==> config.mk <==
export PLATFORM = sky130hd
export DESIGN_NAME = instr_fetch
export DESIGN_NICKNAME = d
export VERILOG_FILES = /design/src/rtl/fetch_pkg.sv /design/src/rtl/fetch_fifo.sv /design/src/rtl/instr_fetch.sv
export SDC_FILE = /design/constraint.sdc
export NUM_CORES = 1
export LEC_CHECK = 0
export ABC_AREA = 1
export CAP_MARGIN = 20
export CELL_PAD_IN_SITES_DETAIL_PLACEMENT = 0
export CELL_PAD_IN_SITES_GLOBAL_PLACEMENT = 1
export CORE_MARGIN = 4
export CORE_UTILIZATION = 34
export CTS_CLUSTER_SIZE = 16
export DETAILED_ROUTE_END_ITERATION = 12
export PLACE_DENSITY_LB_ADDON = 0.1
export SLEW_MARGIN = 20
export SYNTH_ARGS = -nofsm -noshare
export SYNTH_HDL_FRONTEND = slang
export SYNTH_SLANG_ARGS = --single-unit
==> constraint.sdc <==
create_clock -name clk -period 5.16 [get_ports clk]
set_clock_uncertainty 0.2 [all_clocks]
set_input_delay 1.032 -clock clk [delete_from_list [all_inputs] [get_ports clk]]
set_output_delay 1.032 -clock clk [all_outputs]
set_load 0.005 [all_outputs]
==> src/rtl/fetch_pkg.sv <==
// ============================================================================
// Module   : fetch_pkg
// Purpose  : Shared fetch-stage types and instruction constants.
// Revision : 1.0
// ============================================================================
`default_nettype none

package fetch_pkg;

  typedef enum logic [1:0] {
    FETCH_RUN   = 2'd0,
    FETCH_HALT  = 2'd1,
    FETCH_FAULT = 2'd2
  } fetch_state_e;

  localparam logic [31:0] EBREAK_INSTR = 32'h0010_0073;
  localparam logic [31:0] NOP_INSTR    = 32'h0000_0013;

endpackage

`default_nettype wire

==> src/rtl/fetch_fifo.sv <==
// ============================================================================
// Module   : fetch_fifo
// Purpose  : Synchronous FIFO of {pc, instr} with push, pop and flush.
// Revision : 1.0
// ============================================================================
`default_nettype none

module fetch_fifo #(
  parameter int WIDTH = 64,
  parameter int DEPTH = 2
) (
  input  logic             clk,
  input  logic             rst,
  input  logic             i_push,
  input  logic             i_pop,
  input  logic             i_flush,
  input  logic [WIDTH-1:0] i_data,
  output logic [WIDTH-1:0] o_data,
  output logic             o_full,
  output logic             o_empty
);

  localparam int ADDR_W = $clog2(DEPTH);

  logic [WIDTH-1:0] r_mem [DEPTH];
  logic [ADDR_W:0]  r_wr_ptr;
  logic [ADDR_W:0]  r_rd_ptr;

  // Pointers carry one extra wrap bit to tell full from empty.
  always_ff @(posedge clk) begin
    if (rst || i_flush) begin
      r_wr_ptr <= '0;
      r_rd_ptr <= '0;
    end else begin
      if (i_push) r_wr_ptr <= r_wr_ptr + (ADDR_W+1)'(1);
      if (i_pop)  r_rd_ptr <= r_rd_ptr + (ADDR_W+1)'(1);
    end
  end

  always_ff @(posedge clk) begin
    if (i_push && !i_flush) r_mem[r_wr_ptr[ADDR_W-1:0]] <= i_data;
  end

  assign o_data  = r_mem[r_rd_ptr[ADDR_W-1:0]];
  assign o_empty = (r_wr_ptr == r_rd_ptr);
  assign o_full  = (r_wr_ptr[ADDR_W] != r_rd_ptr[ADDR_W]) &&
                   (r_wr_ptr[ADDR_W-1:0] == r_rd_ptr[ADDR_W-1:0]);

endmodule

`default_nettype wire

==> src/rtl/instr_fetch.sv <==
// ============================================================================
// Module   : instr_fetch
// Purpose  : Instruction fetch stage with buffered delivery, redirect,
//            EBREAK halt and sticky misaligned-redirect fault.
// Revision : 1.0
// ============================================================================
`default_nettype none

module instr_fetch
  import fetch_pkg::*;
#(
  parameter int                    DATA_WIDTH = 32,
  parameter logic [DATA_WIDTH-1:0] RESET_PC   = 32'h0000_0000,
  parameter int                    FIFO_DEPTH = 2
) (
  input  logic                  clk,
  input  logic                  rst,
  output logic [DATA_WIDTH-1:0] imem_addr_o,
  input  logic [DATA_WIDTH-1:0] imem_instr_i,
  input  logic                  redirect_i,
  input  logic [DATA_WIDTH-1:0] redirect_pc_i,
  output logic                  instr_valid_o,
  input  logic                  instr_ready_i,
  output logic [DATA_WIDTH-1:0] instr_o,
  output logic [DATA_WIDTH-1:0] pc_o,
  output logic                  halted_o,
  output logic                  misalign_o
);

  fetch_state_e          r_state;
  fetch_state_e          w_state_nxt;
  logic [DATA_WIDTH-1:0] r_pc;
  logic [DATA_WIDTH-1:0] w_pc_nxt;
  logic                  w_redir;
  logic                  w_misal;
  logic                  w_push;
  logic                  w_pop;
  logic                  w_full;
  logic                  w_empty;
  logic [DATA_WIDTH-1:0] w_head_pc;
  logic [DATA_WIDTH-1:0] w_head_instr;

  // A faulted fetch unit ignores redirects; a redirect voids any handshake.
  assign w_redir = redirect_i && (r_state != FETCH_FAULT);
  assign w_misal = (redirect_pc_i[1:0] != 2'b00);
  assign w_pop   = !w_empty && instr_ready_i && !w_redir;
  assign w_push  = (r_state == FETCH_RUN) && !redirect_i && (!w_full || w_pop);

  always_ff @(posedge clk) begin
    if (rst) begin
      r_state <= FETCH_RUN;
      r_pc    <= RESET_PC;
    end else begin
      r_state <= w_state_nxt;
      r_pc    <= w_pc_nxt;
    end
  end

  always_comb begin
    w_state_nxt = r_state;
    w_pc_nxt    = r_pc;
    if (w_redir) begin
      if (w_misal) begin
        w_state_nxt = FETCH_FAULT;
      end else begin
        w_state_nxt = FETCH_RUN;
        w_pc_nxt    = redirect_pc_i;
      end
    end else if (w_push) begin
      w_pc_nxt = r_pc + DATA_WIDTH'(4);
      if (imem_instr_i == DATA_WIDTH'(EBREAK_INSTR)) w_state_nxt = FETCH_HALT;
    end
  end

  fetch_fifo #(
    .WIDTH (2*DATA_WIDTH),
    .DEPTH (FIFO_DEPTH)
  ) u_fifo (
    .clk     (clk),
    .rst     (rst),
    .i_push  (w_push),
    .i_pop   (w_pop),
    .i_flush (w_redir),
    .i_data  ({r_pc, imem_instr_i}),
    .o_data  ({w_head_pc, w_head_instr}),
    .o_full  (w_full),
    .o_empty (w_empty)
  );

  assign imem_addr_o   = r_pc;
  assign instr_valid_o = !w_empty;
  assign instr_o       = w_empty ? DATA_WIDTH'(NOP_INSTR) : w_head_instr;
  assign pc_o          = w_empty ? '0 : w_head_pc;
  assign halted_o      = (r_state == FETCH_HALT) && w_empty;
  assign misalign_o    = (r_state == FETCH_FAULT);

endmodule

`default_nettype wire

==> impl_metrics.prom, run 1 <==
# TYPE chip_impl_metric gauge
chip_impl_metric{name="synth.cell_area",unit="mm2"} 0.00761
chip_impl_info{name="worst_setup_path_start_kind",value="register"} 1
chip_impl_metric{name="synth.ff_latch_count",unit=""} 167
chip_impl_metric{name="grt_start_max_net_pins",unit=""} 65
chip_impl_metric{name="grt_usage",unit="%"} 16.4
chip_impl_metric{name="grt_antenna_before_repair",unit=""} 0
chip_impl_metric{name="synthCells",unit=""} 854
chip_impl_info{name="grt_setup_unrepaired",value="false"} 1
chip_impl_metric{name="layout-drive-gt1-share",unit="%"} 6.45
chip_impl_metric{name="cts_buffers",unit=""} 17
chip_impl_metric{name="synth-seq-area-share",unit="%"} 60.8
chip_impl_metric{name="synth.area.mux_share",unit="%"} 0
chip_impl_metric{name="period_minus_slack",unit="ns"} 3.93
chip_impl_metric{name="worstPathMaxFanout",unit=""} 41
chip_impl_metric{name="final_util",unit="%"} 46.3
chip_impl_info{name="timing_worst_setup_path_type",value="reg -> out"} 1
chip_impl_info{name="class_of_the_worst_hold_path",value="reg -> reg"} 1
chip_impl_metric{name="yosysWarningCount",unit=""} 0
chip_impl_metric{name="ys_types",unit=""} 30
chip_impl_metric{name="initial_utilization",unit="%"} 34.8
chip_impl_metric{name="yosysTopAreaCellShare",unit="%"} 50.5
chip_impl_metric{name="clock-sinks",unit=""} 167
chip_impl_metric{name="max_stage_delay",unit="ns"} 0.56
chip_impl_metric{name="layout_worst_path_cycle_share",unit="%"} 76.2
chip_impl_metric{name="worst-endpoint-arrival",unit="ns"} 2.70
chip_impl_metric{name="layout-area-overhead-vs-synth",unit="%"} 33.3
chip_impl_metric{name="syn_area_per_cell",unit="um2"} 8.91
chip_impl_metric{name="totalWireLength",unit="um"} 20500
chip_impl_info{name="path_cells",value="inv_1 > nand2_1 > nand2_2 > a21oi_4 > buf_4 > inv_1 > nor3_1 > clkdlybuf4s50_1"} 1
chip_impl_metric{name="clk-insertion-delay-late",unit="ns"} 0.42
chip_impl_metric{name="post-place-cells",unit=""} 1273
chip_impl_metric{name="hold_viol",unit=""} 0
chip_impl_metric{name="grt_pass1_wl",unit="um"} 31600
chip_impl_metric{name="drt_first_iter_violations",unit=""} 298
chip_impl_metric{name="synth-simple-area-share",unit="%"} 24.9
chip_impl_metric{name="compound_gate_portion_of_the_synthesized_area",unit="%"} 8.80
chip_impl_info{name="main_combinational_cell_family_by_area_after_synthesis",value="simple AND/OR/NAND/NOR gates"} 1
chip_impl_metric{name="post_synth_edffs",unit=""} 128
chip_impl_metric{name="max_clock_freq",unit="MHz"} 254
chip_impl_info{name="synth_commonest_cells",value="281 x sky130_fd_sc_hd__nand2_1, 128 x sky130_fd_sc_hd__edfxtp_1, 101 x sky130_fd_sc_hd__nor2_1, 95 x sky130_fd_sc_hd__a21oi_1, 55 x sky130_fd_sc_hd__nand3_1"} 1
chip_impl_metric{name="maxSlewHeadroom",unit="%"} 33.5
chip_impl_metric{name="worst-slew-pin-transition",unit="ns"} 0.996
chip_impl_metric{name="groute.layer.met1.usage",unit="%"} 21.7
chip_impl_metric{name="setup-violations-final",unit=""} 0
chip_impl_metric{name="maxCapViolCount",unit=""} 0
chip_impl_metric{name="num_vias",unit=""} 6111
chip_impl_metric{name="grt.overflow.total",unit=""} 0
chip_impl_info{name="status",value="complete, no violations"} 1
chip_impl_info{name="grt_busiest_layer",value="met2"} 1
chip_impl_info{name="clock_tree.root_cell",value="sky130_fd_sc_hd__clkbuf_16"} 1
chip_impl_metric{name="timing_max_transition_violations_final",unit=""} 0
chip_impl_info{name="yosysMostFrequentCell",value="sky130_fd_sc_hd__nand2_1"} 1
chip_impl_info{name="clock_tree_from_tritoncts",value="done"} 1
chip_impl_info{name="ys.flop_type",value="sky130_fd_sc_hd__edfxtp_1"} 1
chip_impl_metric{name="nNetsFinal",unit=""} 1081
chip_impl_info{name="end_kind",value="primary output"} 1
chip_impl_info{name="crit_top_cell",value="sky130_fd_sc_hd__inv_1"} 1
chip_impl_metric{name="cts.repair_timing.setup_buffer_count",unit=""} 0
chip_impl_info{name="synth.largest_area_cell",value="sky130_fd_sc_hd__edfxtp_1"} 1
chip_impl_metric{name="path_buf_inv",unit=""} 4
chip_impl_metric{name="num_io_pins",unit=""} 167
chip_impl_metric{name="clock_tree.buffer_depth",unit=""} 2
chip_impl_metric{name="first_global_vias",unit=""} 5958
chip_impl_metric{name="cts_hold_repair.buffers",unit=""} 0
chip_impl_metric{name="ys_async_sr_fraction",unit="%"} 0
chip_impl_info{name="yosys-top-cells-area",value="sky130_fd_sc_hd__edfxtp_1 51%, sky130_fd_sc_hd__nand2_1 14%, sky130_fd_sc_hd__dfxtp_1 10%"} 1
chip_impl_metric{name="cp_data_required_time",unit="ns"} 3.93
chip_impl_metric{name="die_y",unit="um"} 158
chip_impl_metric{name="core",unit="mm2"} 0.0219
chip_impl_metric{name="routedWlPerCell",unit="um"} 15.7
chip_impl_metric{name="synth_adder_area_share",unit="%"} 0.164
chip_impl_metric{name="post_drt_via_cell_ratio",unit=""} 4.69
chip_impl_info{name="slowest_cell_on_crit_path",value="sky130_fd_sc_hd__clkdlybuf4s50_1"} 1
chip_impl_metric{name="die-area",unit="mm2"} 0.0248
chip_impl_metric{name="cts-htree-levels",unit=""} 4
chip_impl_metric{name="route.detailed.drc",unit=""} 0
chip_impl_metric{name="max-vdd-ir-drop",unit="V"} 0.000191
chip_impl_metric{name="leakagePower",unit="nW"} 3.71
chip_impl_metric{name="power_density",unit="mW/mm2"} 327
chip_impl_metric{name="post_cts_resize_count",unit=""} 0
chip_impl_info{name="kind_of_cell_adding_the_most_delay_to_the_critical_path",value="buffers and inverters"} 1
chip_impl_metric{name="firstDrtPassIters",unit=""} 4
chip_impl_metric{name="gr-usage-met2",unit="%"} 27.9
chip_impl_metric{name="routabilityCongestion",unit=""} 0.770
chip_impl_metric{name="gr-usage-met3",unit="%"} 2.79
chip_impl_metric{name="synth-xor-area-share",unit="%"} 0.230
chip_impl_metric{name="dp_hpwl",unit="um"} 13900
chip_impl_metric{name="postRouteAntennaNets",unit=""} 0
chip_impl_metric{name="die-width",unit="um"} 158
chip_impl_metric{name="core.rowCount",unit=""} 54
chip_impl_metric{name="worst_setup_hold_path_clk_slew",unit="ns"} 0.06
chip_impl_metric{name="io_buffer_count",unit=""} 166
chip_impl_metric{name="tns",unit="ns"} 0
chip_impl_metric{name="syn-num-nets",unit=""} 923
chip_impl_metric{name="diodes",unit=""} 0
chip_impl_metric{name="finish.cell_count_without_fillers",unit=""} 1304
==> kinds of logic after synthesis <==
logic type               after synthesis
XOR/XNOR                               2
AO/OA/AOI/OAI                        128
AND/OR/NAND/NOR                      462
flip-flops                           167
adder cells (fa/ha/maj)                1
buffers and inverters                 94
==> metrics by stage <==
stage | hold slack, ns | area (um2) | setup slack (ns) | total power, W
2_1_floorplan | 0.244 | 7610 | 0.200 | 0.00183
3_3_place_gp | 0.248 | 9550 | 1.22 | 0.00209
3_5_place_dp | 0.249 | 9550 | 1.19 | 0.00209
4_1_cts | 0.261 | 10100 | 1.16 | 0.00336
5_1_grt | 0.288 | 10100 | 0.908 | 0.00347
6_report | 0.256 | 10100 | 1.23 | 0.00332
==> worst reg2reg max path, cell delays in order, from the launching register on <==
cell and delay, ns:
sky130_fd_sc_hd__dfxtp_1 0.31, sky130_fd_sc_hd__inv_1 0.09, sky130_fd_sc_hd__nand2_1 0.11, sky130_fd_sc_hd__nand2_4 0.36, sky130_fd_sc_hd__nand2_1 0.16, sky130_fd_sc_hd__nand2_2 0.12
sky130_fd_sc_hd__nand2_4 0.25, sky130_fd_sc_hd__nor2_4 0.71, sky130_fd_sc_hd__buf_12 0.27
==> report_power, final <==
part	switching [W]	internal, W	total, W
combinational	0.000223	0.000216	0.000440
clock	0.000544	0.000725	0.00127
sequential	0.0000694	0.00154	0.00161
total	0.000837	0.00248	0.00332
==> path summary, 6_finish.rpt <==
check	start	to	slack (ns)	cells after the start
min	imem_addr_o[0]	imem_addr_o[0]	0.26	2
min reg2reg	imem_addr_o[0]	imem_addr_o[0]	0.26	2
max	u_fifo.r_wr_ptr[0]	halted_o	1.23	8
max reg2reg	r_state[0]	u_fifo.r_mem[1][21]	2.27	8
==> metal layers <==
layer  routed length (um)  share of wire, %  vias to the layer above
met5                    0                 0                        -
met2                 9990                49                      135
met1                 9330                46                     2815
met4                  244               1.2                        0
li1                     -                 -                     3143
met3                  893               4.4                       18
==> layout by cell type, fill, tap and decap left out <==
| cell | synthesis | final |
|---|---|---|
| sky130_fd_sc_hd__nand2_1 | 281 | 281 |
| sky130_fd_sc_hd__clkdlybuf4s50_1 | 0 | 166 |
| sky130_fd_sc_hd__edfxtp_1 | 128 | 128 |
| sky130_fd_sc_hd__nor2_1 | 101 | 99 |
| sky130_fd_sc_hd__a21oi_1 | 95 | 95 |
| sky130_fd_sc_hd__nand3_1 | 55 | 55 |
| sky130_fd_sc_hd__inv_1 | 54 | 54 |
| sky130_fd_sc_hd__dfxtp_1 | 39 | 38 |
| sky130_fd_sc_hd__o21ai_0 | 18 | 18 |
| sky130_fd_sc_hd__clkbuf_16 | 0 | 17 |
| sky130_fd_sc_hd__o21ai_1 | 7 | 7 |
| sky130_fd_sc_hd__nor2_2 | 6 | 6 |
| sky130_fd_sc_hd__inv_6 | 0 | 6 |
| sky130_fd_sc_hd__buf_4 | 3 | 6 |
| sky130_fd_sc_hd__inv_2 | 5 | 5 |
| sky130_fd_sc_hd__nand2_2 | 4 | 4 |
| sky130_fd_sc_hd__nor2_4 | 2 | 4 |
| sky130_fd_sc_hd__a21boi_0 | 4 | 4 |
| sky130_fd_sc_hd__nor3_1 | 3 | 3 |
| sky130_fd_sc_hd__nand2_4 | 3 | 3 |
| sky130_fd_sc_hd__o21bai_1 | 3 | 3 |
| sky130_fd_sc_hd__clkinvlp_4 | 0 | 3 |
| sky130_fd_sc_hd__and2_1 | 2 | 2 |
| sky130_fd_sc_hd__nand3_2 | 2 | 2 |
| sky130_fd_sc_hd__xnor2_1 | 2 | 2 |
| sky130_fd_sc_hd__bufinv_16 | 0 | 2 |
| sky130_fd_sc_hd__inv_8 | 0 | 2 |
| sky130_fd_sc_hd__buf_12 | 0 | 2 |
| sky130_fd_sc_hd__a21oi_4 | 1 | 1 |
| sky130_fd_sc_hd__nand4_1 | 1 | 1 |
| sky130_fd_sc_hd__nand3b_1 | 1 | 1 |
| sky130_fd_sc_hd__or2_2 | 1 | 1 |
| sky130_fd_sc_hd__ha_1 | 1 | 1 |
| sky130_fd_sc_hd__dfxtp_2 | 0 | 1 |
| sky130_fd_sc_hd__clkinv_2 | 0 | 1 |
==> layout make-up <==
| type | instances | area, um2 |
|---|---|---|
| clock inverter | 14 | 163 |
| multi-input combinational | 593 | 2610 |
| clock buffer | 17 | 425 |
| timing repair buffer | 174 | 1750 |
| inverter | 59 | 221 |
| fill | 2149 | 11700 |
| tap | 280 | 350 |
| sequential | 167 | 4630 |
==> flip-flops by register name, indices dropped and copies added (netlist names), named ones only <==
name,cells
imem_addr_o,32
r_state,2
u_fifo.r_mem,128
u_fifo.r_rd_ptr,2
u_fifo.r_wr_ptr,2
(Power assumes the default switching activity.)
==> run 2: changes to the inputs <==
--- a/config.mk
+++ b/config.mk
@@ -10,7 +10,7 @@
 export CELL_PAD_IN_SITES_DETAIL_PLACEMENT = 0
 export CELL_PAD_IN_SITES_GLOBAL_PLACEMENT = 1
 export CORE_MARGIN = 4
-export CORE_UTILIZATION = 34
+export CORE_UTILIZATION = 38
 export CTS_CLUSTER_SIZE = 16
 export DETAILED_ROUTE_END_ITERATION = 12
 export PLACE_DENSITY_LB_ADDON = 0.1
==> constraint.sdc (replaced) <==
create_clock -name clk -period 4.1 [get_ports clk]
set_clock_uncertainty 0.2 [all_clocks]
set_input_delay 0.82 -clock clk [delete_from_list [all_inputs] [get_ports clk]]
set_output_delay 0.82 -clock clk [all_outputs]
set_load 0.005 [all_outputs]
==> impl_metrics.prom, run 2 (synthesis gave the netlist of run 1 again) <==
# TYPE chip_impl_metric gauge
chip_impl_info{name="status",value="complete, no violations"} 1
chip_impl_info{name="class_of_the_worst_hold_path",value="reg -> reg"} 1
chip_impl_metric{name="cts_hold_repair.buffers",unit=""} 0
chip_impl_metric{name="power.switching",unit="W"} 0.000978
chip_impl_metric{name="power.share.switching",unit="%"} 23.3
chip_impl_metric{name="dp_hpwl",unit="um"} 13700
chip_impl_metric{name="postRouteAntennaNets",unit=""} 0
chip_impl_metric{name="multi_input_area",unit="mm2"} 0.00261
chip_impl_info{name="timing_worst_setup_path_type",value="reg -> out"} 1
chip_impl_metric{name="worst-slew-pin-transition",unit="ns"} 0.664
chip_impl_metric{name="grt_antenna_before_repair",unit=""} 0
chip_impl_metric{name="routedWlPerCell",unit="um"} 15.4
chip_impl_metric{name="layout.area.seq",unit="mm2"} 0.00463
chip_impl_metric{name="grt.overflow.total",unit=""} 0
chip_impl_metric{name="p_seq_share",unit="%"} 48.3
chip_impl_metric{name="max_clock_freq",unit="MHz"} 283
chip_impl_info{name="worst_hold_startpoint",value="imem_addr_o[0]"} 1
chip_impl_metric{name="grt_usage",unit="%"} 18.0
chip_impl_metric{name="cts-htree-levels",unit=""} 4
chip_impl_metric{name="max-vdd-ir-drop",unit="V"} 0.000239
chip_impl_metric{name="layout_worst_path_cycle_share",unit="%"} 86.3
chip_impl_metric{name="num_vias",unit=""} 6114
chip_impl_metric{name="postLayoutSetupSlackWorst",unit="ns"} 0.562
chip_impl_metric{name="nNetsFinal",unit=""} 1085
chip_impl_metric{name="maxCapViolCount",unit=""} 0
chip_impl_metric{name="post_drt_via_cell_ratio",unit=""} 4.74
chip_impl_metric{name="routabilityCongestion",unit=""} 0.800
chip_impl_metric{name="timing_max_transition_violations_final",unit=""} 0
chip_impl_metric{name="clock-sinks",unit=""} 167
chip_impl_metric{name="die-width",unit="um"} 149
chip_impl_metric{name="hold_viol",unit=""} 0
chip_impl_metric{name="power.share.combinational",unit="%"} 13.2
chip_impl_info{name="worst_r2r_endpoint",value="u_fifo.r_mem[1][43]"} 1
chip_impl_metric{name="io_buffer_count",unit=""} 166
chip_impl_info{name="worst_setup_path_start_kind",value="register"} 1
chip_impl_info{name="crit_top_cell",value="sky130_fd_sc_hd__inv_1"} 1
chip_impl_metric{name="totalWireLength",unit="um"} 19900
chip_impl_metric{name="cell_internal_pwr",unit="W"} 0.00322
chip_impl_metric{name="max_stage_delay",unit="ns"} 0.56
chip_impl_metric{name="worst-endpoint-arrival",unit="ns"} 2.52
chip_impl_metric{name="detailedPlace.worstSlack",unit="ns"} 0.949
chip_impl_metric{name="worstPathMaxFanout",unit=""} 18
chip_impl_metric{name="maxSlewHeadroom",unit="%"} 55.7
chip_impl_metric{name="num_io_pins",unit=""} 167
chip_impl_metric{name="core",unit="mm2"} 0.0196
chip_impl_metric{name="final_util",unit="%"} 51.8
chip_impl_info{name="clock_tree_from_tritoncts",value="done"} 1
chip_impl_metric{name="cp_data_required_time",unit="ns"} 3.08
chip_impl_metric{name="clk-insertion-delay-late",unit="ns"} 0.42
chip_impl_metric{name="layout-drive-gt1-share",unit="%"} 6.34
chip_impl_info{name="end_of_the_worst_hold_path",value="imem_addr_o[0]"} 1
chip_impl_metric{name="reg2reg_setup_slack",unit="ns"} 1.84
chip_impl_metric{name="layout-area-overhead-vs-synth",unit="%"} 33.5
chip_impl_metric{name="worst_setup_hold_path_clk_slew",unit="ns"} 0.06
chip_impl_metric{name="power_frac_clock",unit="%"} 38.5
chip_impl_metric{name="largest_register_ffs",unit=""} 128
chip_impl_info{name="path_cells",value="inv_1 > nand2_1 > nand2_2 > a21oi_4 > inv_1 > nor3_1 > clkdlybuf4s50_1"} 1
chip_impl_metric{name="grt_pass1_wl",unit="um"} 31100
chip_impl_metric{name="cts_buffers",unit=""} 17
chip_impl_info{name="most_common_library_cell_in_the_layout_ignoring_fill_and_taps",value="sky130_fd_sc_hd__nand2_1"} 1
chip_impl_metric{name="grt_start_max_net_pins",unit=""} 65
chip_impl_metric{name="firstDrtPassIters",unit=""} 5
chip_impl_metric{name="post_cts_resize_count",unit=""} 0
chip_impl_metric{name="worst-r2r-cell-count",unit=""} 8
chip_impl_metric{name="clock_tree.buffer_depth",unit=""} 2
chip_impl_metric{name="leakagePower",unit="nW"} 3.73
chip_impl_info{name="clock_tree.root_cell",value="sky130_fd_sc_hd__clkbuf_16"} 1
chip_impl_info{name="layout.cells.most_common_list",value="281 x sky130_fd_sc_hd__nand2_1, 166 x sky130_fd_sc_hd__clkdlybuf4s50_1, 128 x sky130_fd_sc_hd__edfxtp_1"} 1
chip_impl_metric{name="initial_utilization",unit="%"} 38.8
chip_impl_metric{name="layout_fillers",unit=""} 1867
chip_impl_metric{name="diodes",unit=""} 0
chip_impl_metric{name="first_global_vias",unit=""} 5891
chip_impl_metric{name="cts.repair_timing.setup_buffer_count",unit=""} 0
chip_impl_info{name="end_kind",value="primary output"} 1
chip_impl_metric{name="route.detailed.drc",unit=""} 0
chip_impl_metric{name="setup-violations-final",unit=""} 0
chip_impl_info{name="grt_setup_unrepaired",value="false"} 1
chip_impl_metric{name="drt_first_iter_violations",unit=""} 265
chip_impl_metric{name="power_density",unit="mW/mm2"} 413
chip_impl_info{name="slowest_cell_on_crit_path",value="sky130_fd_sc_hd__clkdlybuf4s50_1"} 1
chip_impl_metric{name="hold-path-cell-count",unit=""} 2
chip_impl_metric{name="period_minus_slack",unit="ns"} 3.54
chip_impl_metric{name="die-area",unit="mm2"} 0.0223
chip_impl_metric{name="tns",unit="ns"} 0
chip_impl_metric{name="die_y",unit="um"} 149
chip_impl_info{name="r2r_start",value="u_fifo.r_wr_ptr[0]"} 1
chip_impl_metric{name="core.rowCount",unit=""} 51
[run 2: cell types whose count changed in the layout (fill, tap and decap cells not counted), moves of 2 or more]
| cell | before | now |
|---|---|---|
| sky130_fd_sc_hd__inv_8 | 2 | 0 |
| sky130_fd_sc_hd__bufinv_16 | 2 | 4 |
| sky130_fd_sc_hd__inv_6 | 6 | 0 |
| sky130_fd_sc_hd__buf_4 | 6 | 10 |
[run 2: worst max path at each step]
stage / endpoint / start / cells past startpoint / slack (ns)
after detailed placement: u_fifo.r_mem[1][36] / redirect_i / 5 / 0.95
after CTS: halted_o / u_fifo.r_wr_ptr[0] / 7 / 0.52
after global placement: u_fifo.r_mem[1][36] / redirect_i / 5 / 0.97
after global routing: halted_o / u_fifo.r_wr_ptr[0] / 7 / 0.38
final: halted_o / u_fifo.r_wr_ptr[0] / 7 / 0.56
after floorplan: u_fifo.r_mem[0][0] / redirect_i / 4 / 0.44
[run 2: final cells by class]
type / instances / area share [%]
sequential: 167 / 45.6
timing repair buffer: 178 / 17.5
clock buffer: 18 / 4.23
tap: 265 / 3.27
inverter: 59 / 2.18
clock inverter: 10 / 1.55
multi-input combinational: 593 / 25.7
[run 2: critical path, delay by kind of cell (launching register included)]
| family | cells | cell delay, ns |
|---|---|---|
| simple gates | 3 | 0.34 |
| flops | 1 | 0.41 |
| compound gates | 1 | 0.45 |
| buf+inv | 3 | 0.89 |
[run 2: metal layers]
layer	up-vias	part of all wire, %	global-route usage, %
met1	2801	45	23.2
met4	0	2.3	6.41
met3	26	4.8	3.82
met2	146	48	30.1
li1	3141	-	-
met5	-	0	0
[run 2: metrics by stage]
step	hold slack (ns)	power [W]	instance area, um2	std cells
global placement	0.240	0.00262	9570	1262
floorplan	0.244	0.00230	7610	854
detailed placement	0.247	0.00263	9570	1262
CTS	0.256	0.00425	10200	1290
global route	0.287	0.00439	10200	1290
finish	0.255	0.00420	10200	1290
[run 2: power by group through the flow]
stage | clock network [W] | registers, W | logic (W)
2_1_floorplan | 0 | 0.00204 | 0.000266
3_3_place_gp | 0 | 0.00206 | 0.000559
3_5_place_dp | 0 | 0.00206 | 0.000563
4_1_cts | 0.00165 | 0.00203 | 0.000566
5_1_grt | 0.00173 | 0.00204 | 0.000621
6_report | 0.00161 | 0.00203 | 0.000555
